$ cat config.mk
export PLATFORM = sky130hd
export DESIGN_NAME = lfsr_stream_flat
export DESIGN_NICKNAME = d
export VERILOG_FILES = /design/src/rtl/lfsr_pkg.sv /design/src/rtl/lfsr_stream_if.sv /design/src/rtl/lfsr_fifo.sv /design/src/rtl/lfsr_stream.sv /design/src/flat_wrapper.sv
export SDC_FILE = /design/constraint.sdc
export NUM_CORES = 1
export LEC_CHECK = 0
export CORE_MARGIN = 2
export CORE_UTILIZATION = 56
export DETAILED_ROUTE_END_ITERATION = 10
export PLACE_DENSITY = 0.79
export SLEW_MARGIN = 20
export SYNTH_ARGS = -nofsm -noshare
export SYNTH_HDL_FRONTEND = slang
export SYNTH_SLANG_ARGS = --single-unit
$ cat constraint.sdc
create_clock -name clock -period 7.8 [get_ports clock]
set_input_delay 1.56 -clock clock [delete_from_list [all_inputs] [get_ports clock]]
set_output_delay 1.56 -clock clock [all_outputs]
set_load 0.1 [all_outputs]
$ cat src/rtl/lfsr_pkg.sv
// Shared types and constants for the multi-channel LFSR stream generator:
// FSM states, CTRL mode encodings and the register map.
package lfsr_pkg;

    typedef enum logic [1:0] {
        MODE_IDLE  = 2'b00,
        MODE_STEP  = 2'b01,
        MODE_RUN   = 2'b10,
        MODE_COUNT = 2'b11
    } mode_e;

    typedef enum logic [1:0] {
        ST_IDLE  = 2'd0,
        ST_RUN   = 2'd1,
        ST_STEP  = 2'd2,
        ST_COUNT = 2'd3
    } fsm_e;

    localparam logic [15:0] ADDR_CTRL      = 16'h0010;
    localparam logic [15:0] ADDR_COUNT     = 16'h0011;
    localparam logic [15:0] ADDR_ENMASK    = 16'h0012;
    localparam logic [15:0] ADDR_POLY_BASE = 16'h0020;
    localparam logic [15:0] ADDR_SEED_BASE = 16'h0030;

    function automatic fsm_e mode_to_state(input logic [1:0] m);
        case (mode_e'(m))
            MODE_STEP:  return ST_STEP;
            MODE_RUN:   return ST_RUN;
            MODE_COUNT: return ST_COUNT;
            default:    return ST_IDLE;
        endcase
    endfunction

endpackage

$ cat src/rtl/lfsr_stream_if.sv
// Register-write port plus the valid/ready output stream and status of lfsr_stream.
interface lfsr_stream_if #(
    parameter int N     = 16,
    parameter int CH    = 4,
    parameter int DEPTH = 8
);
    localparam int CHW = (CH > 1) ? $clog2(CH) : 1;
    localparam int LW  = $clog2(DEPTH) + 1;

    logic           W;
    logic [15:0]    A;
    logic [N-1:0]   D;
    logic           out_valid;
    logic           out_ready;
    logic [N-1:0]   out_data;
    logic [CHW-1:0] out_ch;
    logic [LW-1:0]  level;
    logic           busy;
    logic           done;

    modport master (
        output W, A, D, out_ready,
        input  out_valid, out_data, out_ch, level, busy, done
    );

    modport slave (
        input  W, A, D, out_ready,
        output out_valid, out_data, out_ch, level, busy, done
    );
endinterface

$ cat src/rtl/lfsr_fifo.sv
// Output buffer holding {channel, word} entries; single-cycle flush empties it.
module lfsr_fifo #(
    parameter int W     = 8,
    parameter int DEPTH = 8
) (
    input  logic                   clock,
    input  logic                   reset,
    input  logic                   flush_i,
    input  logic                   push_i,
    input  logic                   pop_i,
    input  logic [W-1:0]           wdata_i,
    output logic [W-1:0]           rdata_o,
    output logic                   valid_o,
    output logic                   full_o,
    output logic [$clog2(DEPTH):0] level_o
);
    localparam int AW = $clog2(DEPTH);

    logic [W-1:0] mem_q [DEPTH];
    logic [AW-1:0] wr_q, rd_q;
    logic [AW:0]   level_q;
    logic          do_push, do_pop;

    assign valid_o = (level_q != '0);
    assign full_o  = (level_q == (AW+1)'(DEPTH));
    assign do_pop  = pop_i && valid_o && !flush_i;
    assign do_push = push_i && !flush_i && (!full_o || do_pop);

    always_ff @(posedge clock) begin
        if (do_push) mem_q[wr_q] <= wdata_i;
    end

    always_ff @(posedge clock or posedge reset) begin
        if (reset) begin
            wr_q    <= '0;
            rd_q    <= '0;
            level_q <= '0;
        end else if (flush_i) begin
            wr_q    <= '0;
            rd_q    <= '0;
            level_q <= '0;
        end else begin
            if (do_push) wr_q <= wr_q + 1'b1;
            if (do_pop)  rd_q <= rd_q + 1'b1;
            case ({do_push, do_pop})
                2'b10:   level_q <= level_q + 1'b1;
                2'b01:   level_q <= level_q - 1'b1;
                default: level_q <= level_q;
            endcase
        end
    end

    // Empty FIFO presents zeros so the stale RAM word never leaks out.
    assign rdata_o = valid_o ? mem_q[rd_q] : '0;
    assign level_o = level_q;

endmodule

$ cat src/rtl/lfsr_stream.sv
// CH independent Galois LFSRs served round-robin into a buffered output stream,
// controlled by a small register file and an IDLE/RUN/STEP/COUNT sequencer.
module lfsr_stream
    import lfsr_pkg::*;
#(
    parameter int N     = 16,
    parameter int CH    = 4,
    parameter int DEPTH = 8
) (
    input  logic          clock,
    input  logic          reset,
    lfsr_stream_if.slave  bus
);
    localparam int CHW = (CH > 1) ? $clog2(CH) : 1;
    localparam int LW  = $clog2(DEPTH) + 1;

    fsm_e           fsm_q;
    logic [N-1:0]   count_q;
    logic [CH-1:0]  enmask_q;
    logic [N-1:0]   lfsr_q [CH];
    logic [N-1:0]   poly_q [CH];
    logic [CHW-1:0] rr_q;
    logic           done_q;

    logic           ctrl_wr, count_wr, enmask_wr, flush;
    logic [CH-1:0]  poly_wr, seed_wr, eligible, d_mask;
    logic           sel_found;
    logic [CHW-1:0] sel_ch, idx;
    logic [N-1:0]   lfsr_sel, poly_sel, step_val;
    logic           gen, pop, fifo_full;
    logic [N+CHW-1:0] fifo_rdata;
    logic [LW-1:0]  fifo_level;

    assign ctrl_wr   = bus.W && (bus.A == ADDR_CTRL);
    assign count_wr  = bus.W && (bus.A == ADDR_COUNT);
    assign enmask_wr = bus.W && (bus.A == ADDR_ENMASK);
    assign flush     = ctrl_wr && bus.D[2];

    for (genvar gi = 0; gi < CH; gi++) begin : g_dec
        assign poly_wr[gi] = bus.W && (bus.A == ADDR_POLY_BASE + 16'(gi));
        assign seed_wr[gi] = bus.W && (bus.A == ADDR_SEED_BASE + 16'(gi));
    end

    always_comb begin
        d_mask = '0;
        for (int c = 0; c < CH && c < N; c++) d_mask[c] = bus.D[c];
    end

    // A channel being reprogrammed this cycle sits out; others may still be served.
    assign eligible = enmask_q & ~(poly_wr | seed_wr);

    always_comb begin
        sel_found = 1'b0;
        sel_ch    = '0;
        idx       = '0;
        for (int k = CH - 1; k >= 0; k--) begin
            idx = CHW'((int'(rr_q) + k) % CH);
            if (eligible[idx]) begin
                sel_found = 1'b1;
                sel_ch    = idx;
            end
        end
    end

    assign lfsr_sel = lfsr_q[sel_ch];
    assign poly_sel = poly_q[sel_ch];
    assign step_val = lfsr_sel[0] ? ((lfsr_sel >> 1) ^ poly_sel) : (lfsr_sel >> 1);

    assign pop = bus.out_valid && bus.out_ready;
    assign gen = (fsm_q != ST_IDLE)
              && ((fsm_q != ST_COUNT) || (count_q != '0))
              && sel_found
              && (!fifo_full || pop)
              && !flush;

    always_ff @(posedge clock or posedge reset) begin
        if (reset) begin
            for (int c = 0; c < CH; c++) begin
                lfsr_q[c] <= '0;
                poly_q[c] <= '0;
            end
        end else begin
            for (int c = 0; c < CH; c++) begin
                if (poly_wr[c]) poly_q[c] <= bus.D;
                if (seed_wr[c])
                    lfsr_q[c] <= bus.D;
                else if (gen && (int'(sel_ch) == c))
                    lfsr_q[c] <= step_val;
            end
        end
    end

    always_ff @(posedge clock or posedge reset) begin
        if (reset) begin
            fsm_q    <= ST_IDLE;
            count_q  <= '0;
            enmask_q <= '0;
            rr_q     <= '0;
            done_q   <= 1'b0;
        end else begin
            done_q <= 1'b0;
            if (enmask_wr) enmask_q <= d_mask;
            if (gen) rr_q <= CHW'((int'(sel_ch) + 1) % CH);

            if (count_wr)
                count_q <= bus.D;
            else if (gen && fsm_q == ST_COUNT)
                count_q <= count_q - N'(1);

            case (fsm_q)
                ST_STEP: begin
                    if (gen) begin
                        fsm_q  <= ST_IDLE;
                        done_q <= 1'b1;
                    end
                end
                ST_COUNT: begin
                    if (count_q == '0 || (gen && count_q == N'(1))) begin
                        fsm_q  <= ST_IDLE;
                        done_q <= 1'b1;
                    end
                end
                default: fsm_q <= fsm_q;
            endcase

            // A CTRL write always decides the next state, including mode 00 (silent stop).
            if (ctrl_wr) fsm_q <= mode_to_state(bus.D[1:0]);
        end
    end

    lfsr_fifo #(
        .W     (N + CHW),
        .DEPTH (DEPTH)
    ) u_fifo (
        .clock   (clock),
        .reset   (reset),
        .flush_i (flush),
        .push_i  (gen),
        .pop_i   (pop),
        .wdata_i ({sel_ch, step_val}),
        .rdata_o (fifo_rdata),
        .valid_o (bus.out_valid),
        .full_o  (fifo_full),
        .level_o (fifo_level)
    );

    assign bus.out_data = fifo_rdata[N-1:0];
    assign bus.out_ch   = fifo_rdata[N +: CHW];
    assign bus.level    = fifo_level;
    assign bus.busy     = (fsm_q != ST_IDLE);
    assign bus.done     = done_q;

endmodule

$ cat src/flat_wrapper.sv
// flat-port wrapper written by rule: the top's interface ports become plain ports
module lfsr_stream_flat import lfsr_pkg::*;
#(
    parameter int N     = 16,
    parameter int CH    = 4,
    parameter int DEPTH = 8
)
  (clock, reset, bus_W, bus_A, bus_D, bus_out_ready, bus_out_valid, bus_out_data, bus_out_ch, bus_level, bus_busy, bus_done);
  lfsr_stream_if #(.N(N), .CH(CH), .DEPTH(DEPTH)) bus_i ();
  input  logic clock;
  input  logic reset;
  input wire logic [$bits(bus_i.W)-1:0] bus_W;
  input wire logic [$bits(bus_i.A)-1:0] bus_A;
  input wire logic [$bits(bus_i.D)-1:0] bus_D;
  input wire logic [$bits(bus_i.out_ready)-1:0] bus_out_ready;
  output wire logic [$bits(bus_i.out_valid)-1:0] bus_out_valid;
  output wire logic [$bits(bus_i.out_data)-1:0] bus_out_data;
  output wire logic [$bits(bus_i.out_ch)-1:0] bus_out_ch;
  output wire logic [$bits(bus_i.level)-1:0] bus_level;
  output wire logic [$bits(bus_i.busy)-1:0] bus_busy;
  output wire logic [$bits(bus_i.done)-1:0] bus_done;
  assign bus_i.W = bus_W;
  assign bus_i.A = bus_A;
  assign bus_i.D = bus_D;
  assign bus_i.out_ready = bus_out_ready;
  assign bus_out_valid = bus_i.out_valid;
  assign bus_out_data = bus_i.out_data;
  assign bus_out_ch = bus_i.out_ch;
  assign bus_level = bus_i.level;
  assign bus_busy = bus_i.busy;
  assign bus_done = bus_i.done;
  lfsr_stream #(.N(N), .CH(CH), .DEPTH(DEPTH)) u_core (.clock(clock), .reset(reset), .bus(bus_i));
endmodule
Yosys cells after proc, flatten, opt, wreduce, memory -nomap -nowiden. Memories as Yosys holds them, arrays and structs flattened. Index checks and enable logic that the tools add are counted.

Multiplexer cells: 50. Reductions and logical operators: 48. Bitwise operators: 5. Order comparisons: 5. Equality and inequality tests: 26. Add/sub/neg operators: 9.

Operator list (count): 2-to-1 mux 16 bit (15); equality test 16 x 6 -> 1 bit, second input constant (8); binary-select mux 16 bit (select 2 bit) (2); equality test 16 x 5 -> 1 bit, second input constant (3); logical AND 1 bit (27); 2-to-1 mux 18 bit (1); equality test 16 x 1 -> 1 bit, second input constant (1); zero test 16 bit (1); nonzero test 16 bit (1); nonzero test 2 bit (8); subtractor 16 x 1 -> 16 bit, second input constant (1); XOR 15 x 16 -> 16 bit (1); equality test 2 bit, second input constant (7); 2-to-1 mux 2 bit (7); less-than comparator 2 x 3 -> 1 bit, second input constant (4); 2-to-1 mux 1 bit (12); 2-to-1 mux 3 bit (4); binary-select mux 1 bit (select 2 bit) (4); case mux 4 bit (2 select lines) (1); adder 3 x 1 -> 3 bit, second input constant (2); equality test 2 x 1 -> 1 bit, second input constant (3); case mux 2 bit (3 select lines) (1); nonzero test 3 bit (2); adder 2 x 1 -> 2 bit, second input constant (2); 20 further kinds (25).

Memory bits (writable): 144. Register bits after elaboration: 163. Output and inout bits: 25. Logic and storage cells: 160. Memories: 1.

Memories: u_core.u_fifo.mem_q (words 8, width 18, read ports 1, clocked after Yosys merged registers in 0, wr ports 1, line lfsr_fifo.sv:19) `logic [W-1:0] mem_q [DEPTH];`.

Depth between registers and ports, before layout. Gate-level depths: netlist (run 1).

Depth in word-level cells: 19. Depth in mapped cells: 14.

Cells and area by module. Synthesis (run 1) repeated with hierarchy kept, for this count alone.

Cells, all modules: 1481. Area, all modules: 16678.5 sq um.

Modules (own cells, without submodules): lfsr_stream (sequential area each 3828.7 sq um, area each 10495.1 sq um, cells an instance 1171, instances 1); lfsr_fifo (sequential area each 4574.4 sq um, area each 6183.4 sq um, cells an instance 310, instances 1).

Least setup slack after synthesis (run 1). OpenSTA, ideal clock, no wires.

Path kind: input to register. Start point: input port bus_A[6]. End point: memory u_core.u_fifo.mem_q[2][0] (netlist bit) (enable). Required time: 7380 ps. Cell stages on the path: 7. Setup time: 420 ps. Arrival: 4336 ps. Setup slack: 3045 ps. Cells stage by stage: and4bb_1 -> a41o_1 -> a21boi_0 -> a211oi_2 -> buf_2 -> nand2b_1 -> nor3b_1.

Word-level cells in the longest chain between the ends: 18.

RTL lines: from (decl) (line flat_wrapper.sv:13) `input wire logic [$bits(bus_i.A)-1:0] bus_A;`; equality test 16 x 6 -> 1 bit (on tied branches) (line lfsr_stream.sv:40, lfsr_stream.sv:41); logical AND 1 bit (on tied branches) (line lfsr_stream.sv:40, lfsr_stream.sv:41); OR 4 bit (line lfsr_stream.sv:50) `assign eligible = enmask_q & ~(poly_wr | seed_wr);`; inverter 4 bit (line lfsr_stream.sv:50); AND 4 bit (line lfsr_stream.sv:50); binary-select mux 1 bit (select 2 bit) (line lfsr_stream.sv:58) `if (eligible[idx]) begin`; 2-to-1 mux 1 bit (implied by the code) (line lfsr_stream.sv:58); 2-to-1 mux 1 bit (4 in series) (line lfsr_stream.sv:58); logical AND 1 bit (line lfsr_stream.sv:72) `&& sel_found`; logical AND 1 bit (line lfsr_stream.sv:73) `&& (!fifo_full || pop)`; logical AND 1 bit (line lfsr_stream.sv:74) `&& !flush;`; logical AND 1 bit (line lfsr_fifo.sv:27) `assign do_push = push_i && !flush_i && (!full_o || do_pop);`; logical AND 1 bit * (line lfsr_fifo.sv:27); 2-to-1 mux 1 bit * (line lfsr_fifo.sv:30) `if (do_push) mem_q[wr_q] <= wdata_i;`; 2-to-1 mux 1 bit (implied by the code) * (line lfsr_fifo.sv:30); to (decl) (line lfsr_fifo.sv:19).

Every way passes the cells marked *; elsewhere a longest branch is shown, timed or not. The select of a mux whose other input is x is not followed.

Final worst setup path (run 1).
Start point: input port bus_A[0]. End point: memory u_core.u_fifo.mem_q[7][0] (netlist bit), data pin.

Word-level cells in the longest chain between the ends: 17.

RTL lines: equality test 16 x 6 -> 1 bit (on tied branches) (line lfsr_stream.sv:40, lfsr_stream.sv:41); logical AND 1 bit (on tied branches) (line lfsr_stream.sv:40, lfsr_stream.sv:41); OR 4 bit * (line lfsr_stream.sv:50); inverter 4 bit * (line lfsr_stream.sv:50); AND 4 bit * (line lfsr_stream.sv:50); binary-select mux 1 bit (select 2 bit) (line lfsr_stream.sv:58); 2-to-1 mux 1 bit (implied by the code) (line lfsr_stream.sv:58); 2-to-1 mux 2 bit (3 in series) (line lfsr_stream.sv:58); 2-to-1 mux 2 bit * (line lfsr_stream.sv:58); inverter 2 -> 3 bit (implied by the code) * (line lfsr_stream.sv:65, lfsr_stream.sv:66); binary-select mux 16 bit (select 2 bit) (on tied branches) (line lfsr_stream.sv:65, lfsr_stream.sv:66); 2-to-1 mux 16 bit (on tied branches) (2 in series) (line lfsr_stream.sv:65, lfsr_stream.sv:66); XOR 15 x 16 -> 16 bit (line lfsr_stream.sv:67) `assign step_val = lfsr_sel[0] ? ((lfsr_sel >> 1) ^ poly_sel) : (lfsr_sel >> 1);`; 2-to-1 mux 16 bit * (line lfsr_stream.sv:67); via u_core.step_val[0] (line lfsr_stream.sv:29) `logic [N-1:0] lfsr_sel, poly_sel, step_val;`.

The timed path passes the listed nets; every way through them passes the cells marked *. The select of a mux whose other input is x is not followed.

==> qor.json, run 1 <==
{
  "cpMaxStageDelayCell": {"value": "sky130_fd_sc_hd__a2111oi_4"},
  "synth.net_count": {"value": 1153},
  "worst_hold_path_type": {"value": "reg -> reg"},
  "place.port_buffers": {"value": 60},
  "cts_sinks": {"value": 307},
  "routed_wire_length_per_instance": {"value": 22.6, "unit": "um"},
  "vias_in_the_first_global_route": {"value": 9363},
  "floorplan.io_pins": {"value": 61},
  "place.detailed.hpwl": {"value": 21100, "unit": "um"},
  "grt_start_max_net_pins": {"value": 99},
  "post_synth_num_cell_types": {"value": 57},
  "floorplan.die_area": {"value": 27200, "unit": "um^2"},
  "ratio_of_cells_with_drive_above_1_in_the_final_layout": {"value": 0.198},
  "max-slew-margin-rel": {"value": 0.321},
  "worstPathArrival": {"value": 5740, "unit": "ps"},
  "floorplan.die.width": {"value": 165, "unit": "um"},
  "cts-root-to-sink-buffers": {"value": 3},
  "vdd_ir_drop_max": {"value": 0.470, "unit": "mV"},
  "layout-area-overhead-vs-synth": {"value": 13.5, "unit": "%"},
  "period_share": {"value": 0.704},
  "detail-route-antenna-nets": {"value": 0},
  "worst_path_clk_slew": {"value": 60, "unit": "ps"},
  "setup_viol_count_final": {"value": 0},
  "timing.reg2reg.worst_path_depth": {"value": 13},
  "post_cts_resize_count": {"value": 0},
  "total_negative_slack": {"value": 0, "unit": "ps"},
  "synthFlopType": {"value": "sky130_fd_sc_hd__dfrtp_1"},
  "cpPeakStageDelay": {"value": 930, "unit": "ps"},
  "diodes": {"value": 0},
  "cts.htree.levels": {"value": 1},
  "clock_latency_at_the_later_pin_of_the_worst_skew_pair": {"value": 560, "unit": "ps"},
  "post-cts-setup-buffers": {"value": 0},
  "synth-async-reset-ratio": {"value": 0.531},
  "routabilityCongestion": {"value": 0.866},
  "drv.max_cap_violation_count": {"value": 0},
  "data_required_critical_path": {"value": 8040, "unit": "ps"},
  "report.final.hold_viol_count": {"value": 0},
  "layout.cells.most_common": {"value": "sky130_fd_sc_hd__dfrtp_1"},
  "grt_util_all_layers": {"value": 0.255},
  "route.vias.total": {"value": 9432},
  "status": {"value": "complete, no violations"},
  "synth_largest_area_cell": {"value": "sky130_fd_sc_hd__edfxtp_1"},
  "syn_inst": {"value": 1105},
  "cp_cell_sequence": {"value": "clkdlybuf4s50_1 > nor4b_2 > nand4_1 > and2_4 > a2111oi_4 > nor2_4 > inv_4 > a32oi_1 > xnor2_1 > inv_1"},
  "r2r_end": {"value": "u_core.u_fifo.level_o[3]"},
  "cts_tree": {"value": "built"},
  "worstHoldPathCells": {"value": 1},
  "timing.rr.start": {"value": "u_core.count_q[6]"},
  "end_kind": {"value": "flop"},
  "final.setup_skew": {"value": 10.7, "unit": "ps"},
  "synth.yosys.seq_area_share": {"value": 0.579},
  "placeableCoreArea": {"value": 25300, "unit": "um^2"},
  "syn_avg_cell_area": {"value": 13.1, "unit": "um^2"},
  "timing_worst_slew_pin_value": {"value": 1020, "unit": "ps"},
  "cts_inserted_buffers": {"value": 30},
  "finalMaxSlewViolations": {"value": 0},
  "detail_route.iter0.violations": {"value": 984},
  "crit_path_start": {"value": "bus_A[0]"},
  "power_density": {"value": 279, "unit": "nW/um^2"},
  "drt_wl_total": {"value": 33900, "unit": "um"},
  "leakage_power_of_the_design": {"value": 0.00662, "unit": "uW"},
  "count_of_yosys_warnings_during_synthesis": {"value": 0},
  "post_synth_edffs": {"value": 144},
  "finish.net_count": {"value": 1194},
  "firstDrtPassIters": {"value": 5},
  "layout_common_cells": {"value": "162 x sky130_fd_sc_hd__dfrtp_1, 144 x sky130_fd_sc_hd__edfxtp_1, 68 x sky130_fd_sc_hd__mux2i_1, 68 x sky130_fd_sc_hd__a21oi_1, 67 x sky130_fd_sc_hd__mux2_2"},
  "clock_tree.root_cell": {"value": "sky130_fd_sc_hd__clkbuf_16"},
  "vias_per_cell": {"value": 6.29},
  "yosys.area.top_type_share": {"value": 0.298},
  "gr-total-overflow": {"value": 0},
  "die_height": {"value": 165, "unit": "um"},
  "critical_path.endpoint": {"value": "u_core.u_fifo.mem_q[7][0]"},
  "r2r_slack": {"value": 3970, "unit": "ps"},
  "nFillCells": {"value": 1806},
  "start_util": {"value": 0.573},
  "synth_seq_cells": {"value": 307},
  "netlist_area": {"value": 14500, "unit": "um^2"},
  "total_power": {"value": 4590, "unit": "uW"},
  "post-route-min-period": {"value": 5490, "unit": "ps"},
  "number_of_rows_created_at_floorplan": {"value": 58},
  "drc": {"value": 0},
  "antenna_violations_before_repair": {"value": 0},
  "max_clock_freq": {"value": 0.182, "unit": "GHz"},
  "synth_area_leaders": {"value": "sky130_fd_sc_hd__edfxtp_1 30%, sky130_fd_sc_hd__dfrtp_1 28%, sky130_fd_sc_hd__mux4_2 5.6%, sky130_fd_sc_hd__mux2_2 5.2%, sky130_fd_sc_hd__mux2i_1 4.7%"},
  "cp_max_fo": {"value": 41},
  "path_class": {"value": "in -> reg"},
  "setup_repair_after_global_routing_missed_its_margin": {"value": "false"},
  "setup.worst_path.start_class": {"value": "input pin"},
  "global_route_wire_length_before_repair": {"value": 53200, "unit": "um"},
  "cts.hold.buffers_added": {"value": 0}
}
==> critical path, delay by kind of cell <==
family,cells,cell delay [ps]
buffers and inverters,3,1310
AOI/OAI and AO/OA,2,1260
and+or+nand+nor,4,990
xor gates and xnor gates,1,600
==> worst min-delay path by stage <==
stage | from | end | slack (ps)
after global placement | u_core.poly_q[47] | u_core.poly_q[47] | 490
after global routing | u_core.poly_q[29] | u_core.poly_q[29] | 520
after floorplan | u_core.rr_q[0] | u_core.rr_q[0] | 470
after detailed placement | u_core.poly_q[9] | u_core.poly_q[9] | 500
final | u_core.poly_q[31] | u_core.poly_q[31] | 510
after CTS | u_core.poly_q[1] | u_core.poly_q[1] | 510
==> flip-flops by register name (all words and copies together), names as in the netlist, 2 cells and up <==
| name | count |
|---|---|
| u_core.fsm_q | 2 |
| u_core.u_fifo.mem_q | 144 |
| u_core.u_fifo.level_o | 4 |
| u_core.u_fifo.wr_q | 3 |
| u_core.u_fifo.rd_q | 3 |
| u_core.lfsr_q | 64 |
| u_core.count_q | 16 |
| u_core.rr_q | 2 |
| u_core.poly_q | 64 |
| u_core.enmask_q | 4 |
==> report_power, final <==
| group | leakage (uW) | switching (uW) | internal (uW) |
|---|---|---|---|
| clock network | 0.000520 | 606 | 911 |
| registers | 0.00367 | 23.2 | 1700 |
| logic | 0.00244 | 939 | 407 |
==> synth_stat cells (all sizes together), types with 4 or more instances <==
| cell type | instances |
|---|---|
| clkbuf | 38 |
| nor2 | 54 |
| o21ai | 85 |
| nor3 | 9 |
| and3 | 58 |
| a211oi | 18 |
| nand2 | 49 |
| inv | 32 |
| nor4 | 8 |
| a32oi | 15 |
| buf | 36 |
| mux4 | 36 |
| ha | 11 |
| o21a | 4 |
| a21oi | 68 |
| mux2 | 67 |
| mux2i | 68 |
| nand3 | 53 |
| dfrtp | 163 |
| xnor2 | 23 |
| a31oi | 6 |
| xor2 | 12 |
| edfxtp | 144 |
| nand4 | 4 |
| nor3b | 6 |
==> final cells by class <==
class | instances | area (um^2) | area share
flip-flops and latches | 307 | 8400 | 0.510
multi-input cells | 692 | 5690 | 0.345
clock buffers | 44 | 873 | 0.0530
repair buffers | 83 | 773 | 0.0470
well taps | 330 | 413 | 0.0251
clock inverters | 12 | 188 | 0.0114
inverters | 32 | 128 | 0.00775
==> metal layers <==
layer / GRT usage / up-vias / wire (um)
met5: 0 / - / 0
met4: 0.0589 / 0 / 640
met3: 0.0291 / 53 / 2120
met2: 0.438 / 403 / 17000
met1: 0.354 / 4763 / 14100
li1: - / 4213 / -
==> through the flow <==
step / std cells / setup WS (ps) / hold slack [ps] / instance area, um^2 / utilization
after floorplan: 1105 / 1840 / 472 / 14500 / -
final: 1500 / 2310 / 507 / 16500 / 0.650
after CTS: 1500 / 2390 / 511 / 16500 / 0.650
after global routing: 1500 / 2110 / 524 / 16500 / 0.650
after detailed placement: 1444 / 1840 / 498 / 15400 / 0.608
after global placement: 1444 / 2050 / 490 / 15400 / 0.608
==> kinds of logic (layout without fill, tap and decap cells) <==
kind of cell | after synthesis | in the layout | synth area share
flops | 307 | 307 | 0.579
fa+ha+maj | 12 | 12 | 0.0109
xor+xnor | 35 | 35 | 0.0284
simple gates | 264 | 264 | 0.0981
compound gates | 210 | 210 | 0.0958
mux | 171 | 171 | 0.155
buf+inv | 106 | 171 | 0.0329
Note: power is estimated with default switching activity, not from simulation.
==> run 2, diff against run 1 <==
==> constraint.sdc (replaced) <==
create_clock -name clock -period 5.75 [get_ports clock]
set_input_delay 1.15 -clock clock [delete_from_list [all_inputs] [get_ports clock]]
set_output_delay 1.15 -clock clock [all_outputs]
set_load 0.1 [all_outputs]
==> run 2 against run 1 <==
  * Cell area increased by 0.76%
  * Clock power rose by 38%
  * Via count up 0.87%
  * Wire length up 1.3%
  * Utilization rose by 0.49 points
  * Cell count grew 1.0%
  * Non-clock buffer count grew 10
  * Register-to-register slack got worse by 1700 ps
  * Setup slack worse by 1200 ps
  * Sequential cell count unchanged
  * Largest cell class unchanged
  * Largest power group unchanged
  * Highest routed layer unchanged
==> qor.json, run 2 (same netlist as run 1, synthesis figures left out) <==
{
  "detail-route-antenna-nets": {"value": 0},
  "number_of_rows_created_at_floorplan": {"value": 58},
  "critPathTopFamily": {"value": "buffers and inverters"},
  "drc": {"value": 0},
  "cp_cell_sequence": {"value": "buf_12 > mux4_2 > mux2i_1 > nor2_1 > clkdlybuf4s50_1"},
  "cpMaxStageDelayCell": {"value": "sky130_fd_sc_hd__clkdlybuf4s50_1"},
  "total_negative_slack": {"value": 0, "unit": "ps"},
  "layout.cells.most_common": {"value": "sky130_fd_sc_hd__dfrtp_1"},
  "power_density": {"value": 379, "unit": "nW/um^2"},
  "routed_wire_length_per_instance": {"value": 22.7, "unit": "um"},
  "layout-area-overhead-vs-synth": {"value": 14.4, "unit": "%"},
  "floorplan.die.width": {"value": 165, "unit": "um"},
  "ratio_of_cells_with_drive_above_1_in_the_final_layout": {"value": 0.204},
  "antenna_violations_before_repair": {"value": 0},
  "setup.worst_path.start_class": {"value": "flop"},
  "final.setup_skew": {"value": 14.0, "unit": "ps"},
  "worstPathArrival": {"value": 3510, "unit": "ps"},
  "route.vias.total": {"value": 9514},
  "path_class": {"value": "reg -> out"},
  "setup_repair_after_global_routing_missed_its_margin": {"value": "false"},
  "clock_tree.root_cell": {"value": "sky130_fd_sc_hd__clkbuf_16"},
  "place.port_buffers": {"value": 60},
  "cts_tree": {"value": "built"},
  "report.final.hold_viol_count": {"value": 0},
  "top_register": {"value": "u_core.u_fifo.mem_q"},
  "floorplan.die_area": {"value": 27200, "unit": "um^2"},
  "worst_path_clk_slew": {"value": 60, "unit": "ps"},
  "post-cts-setup-buffers": {"value": 0},
  "post_cts_resize_count": {"value": 0},
  "biggest_registers_after_layout": {"value": "u_core.u_fifo.mem_q (144), u_core.lfsr_q (64), u_core.poly_q (64)"},
  "placeableCoreArea": {"value": 25300, "unit": "um^2"},
  "gr-total-overflow": {"value": 0},
  "cts_sinks": {"value": 307},
  "diodes": {"value": 0},
  "start_util": {"value": 0.573},
  "leakage_power_of_the_design": {"value": 0.00669, "unit": "uW"},
  "max_clock_freq": {"value": 0.215, "unit": "GHz"},
  "max-slew-margin-rel": {"value": 0.313},
  "layout.core_utilization": {"value": 0.655},
  "finish.net_count": {"value": 1208},
  "post-route-min-period": {"value": 4660, "unit": "ps"},
  "largest_reg_flops": {"value": 144},
  "cp_max_fo": {"value": 21},
  "drv.max_cap_violation_count": {"value": 0},
  "vdd_ir_drop_max": {"value": 0.512, "unit": "mV"},
  "cpPeakStageDelay": {"value": 970, "unit": "ps"},
  "floorplan.io_pins": {"value": 61},
  "place.detailed.hpwl": {"value": 21100, "unit": "um"},
  "cts_inserted_buffers": {"value": 34},
  "global_route_wire_length_before_repair": {"value": 53900, "unit": "um"},
  "worst_hold_path_type": {"value": "reg -> reg"},
  "firstDrtPassIters": {"value": 5},
  "vias_in_the_first_global_route": {"value": 9623},
  "detail_route.iter0.violations": {"value": 1033},
  "drt_wl_total": {"value": 34300, "unit": "um"},
  "clock_latency_at_the_later_pin_of_the_worst_skew_pair": {"value": 520, "unit": "ps"},
  "finalMaxSlewViolations": {"value": 0},
  "grt_start_max_net_pins": {"value": 96},
  "cts.hold.buffers_added": {"value": 0},
  "nFillCells": {"value": 1841},
  "end_kind": {"value": "output port"},
  "routabilityCongestion": {"value": 0.821},
  "cts-root-to-sink-buffers": {"value": 3},
  "vias_per_cell": {"value": 6.28},
  "data_required_critical_path": {"value": 4600, "unit": "ps"},
  "critical_path.n_buffers_inverters": {"value": 2},
  "layout_common_cells": {"value": "162 x sky130_fd_sc_hd__dfrtp_1, 144 x sky130_fd_sc_hd__edfxtp_1, 68 x sky130_fd_sc_hd__mux2i_1, 68 x sky130_fd_sc_hd__a21oi_1, 67 x sky130_fd_sc_hd__mux2_2"},
  "grt_util_all_layers": {"value": 0.261},
  "setup_viol_count_final": {"value": 0},
  "timing_worst_slew_pin_value": {"value": 1030, "unit": "ps"},
  "cts.htree.levels": {"value": 2},
  "die_height": {"value": 165, "unit": "um"},
  "status": {"value": "complete, no violations"},
  "period_share": {"value": 0.810}
}
run 2: final timing paths:
| check | startpoint | end | slack (ps) | cells past startpoint |
|---|---|---|---|---|
| max | u_core.u_fifo.rd_q[0] | bus_out_data[2] | 1090 | 5 |
| min | u_core.poly_q[37] | u_core.poly_q[37] | 510 | 1 |
| max reg2reg | u_core.count_q[4] | u_core.u_fifo.level_o[3] | 2240 | 13 |
| min reg2reg | u_core.poly_q[37] | u_core.poly_q[37] | 510 | 1 |
| max in group asynchronous | reset | u_core.poly_q[36] | 3500 | 3 |
| min in group asynchronous | reset | u_core.count_q[0] | 1170 | 2 |
run 2: routing by layer:
layer	GRT usage	up-vias	share of wire
met5	0	-	0
met1	0.353	4781	0.42
met4	0.0972	0	0.032
met2	0.427	405	0.49
li1	-	4241	-
met3	0.0437	87	0.064
run 2: report_power, final:
| group | switching [uW] | internal (uW) |
|---|---|---|
| clock network | 866 | 1230 |
| logic | 1220 | 565 |
| registers | 101 | 2310 |
| total | 2180 | 4110 |
run 2: cell type report:
cell class	count	area, um^2	area share
tap	330	413	0.0249
timing repair buffer	93	873	0.0526
clock inverter	16	128	0.00769
inverter	32	128	0.00769
multi-input combinational	692	5680	0.343
clock buffer	45	963	0.0581
sequential	307	8400	0.506
run 2: metrics by stage:
step	setup WS [ps]	cells	total power, uW	hold slack [ps]	area [um^2]
final	1090	1515	6290	508	16600
after global routing	882	1515	6510	515	16600
after CTS	1010	1515	6350	509	16600
after detailed placement	806	1454	4250	497	15500
after global placement	831	1454	4230	490	15500
after floorplan	195	1105	3830	472	14500
run 2: worst reg2reg max path: stages, from the launching register on:
cell and delay, ps:
sky130_fd_sc_hd__dfrtp_1 420, sky130_fd_sc_hd__nor4_1 520, sky130_fd_sc_hd__nand4b_1 330, sky130_fd_sc_hd__nor3_1 410, sky130_fd_sc_hd__a211oi_2 80, sky130_fd_sc_hd__buf_4 220
sky130_fd_sc_hd__inv_2 80, sky130_fd_sc_hd__ha_1 250, sky130_fd_sc_hd__ha_1 270, sky130_fd_sc_hd__a21o_1 150, sky130_fd_sc_hd__a21oi_1 160, sky130_fd_sc_hd__xor2_1 100
sky130_fd_sc_hd__or3_1 310, sky130_fd_sc_hd__a21oi_1 150
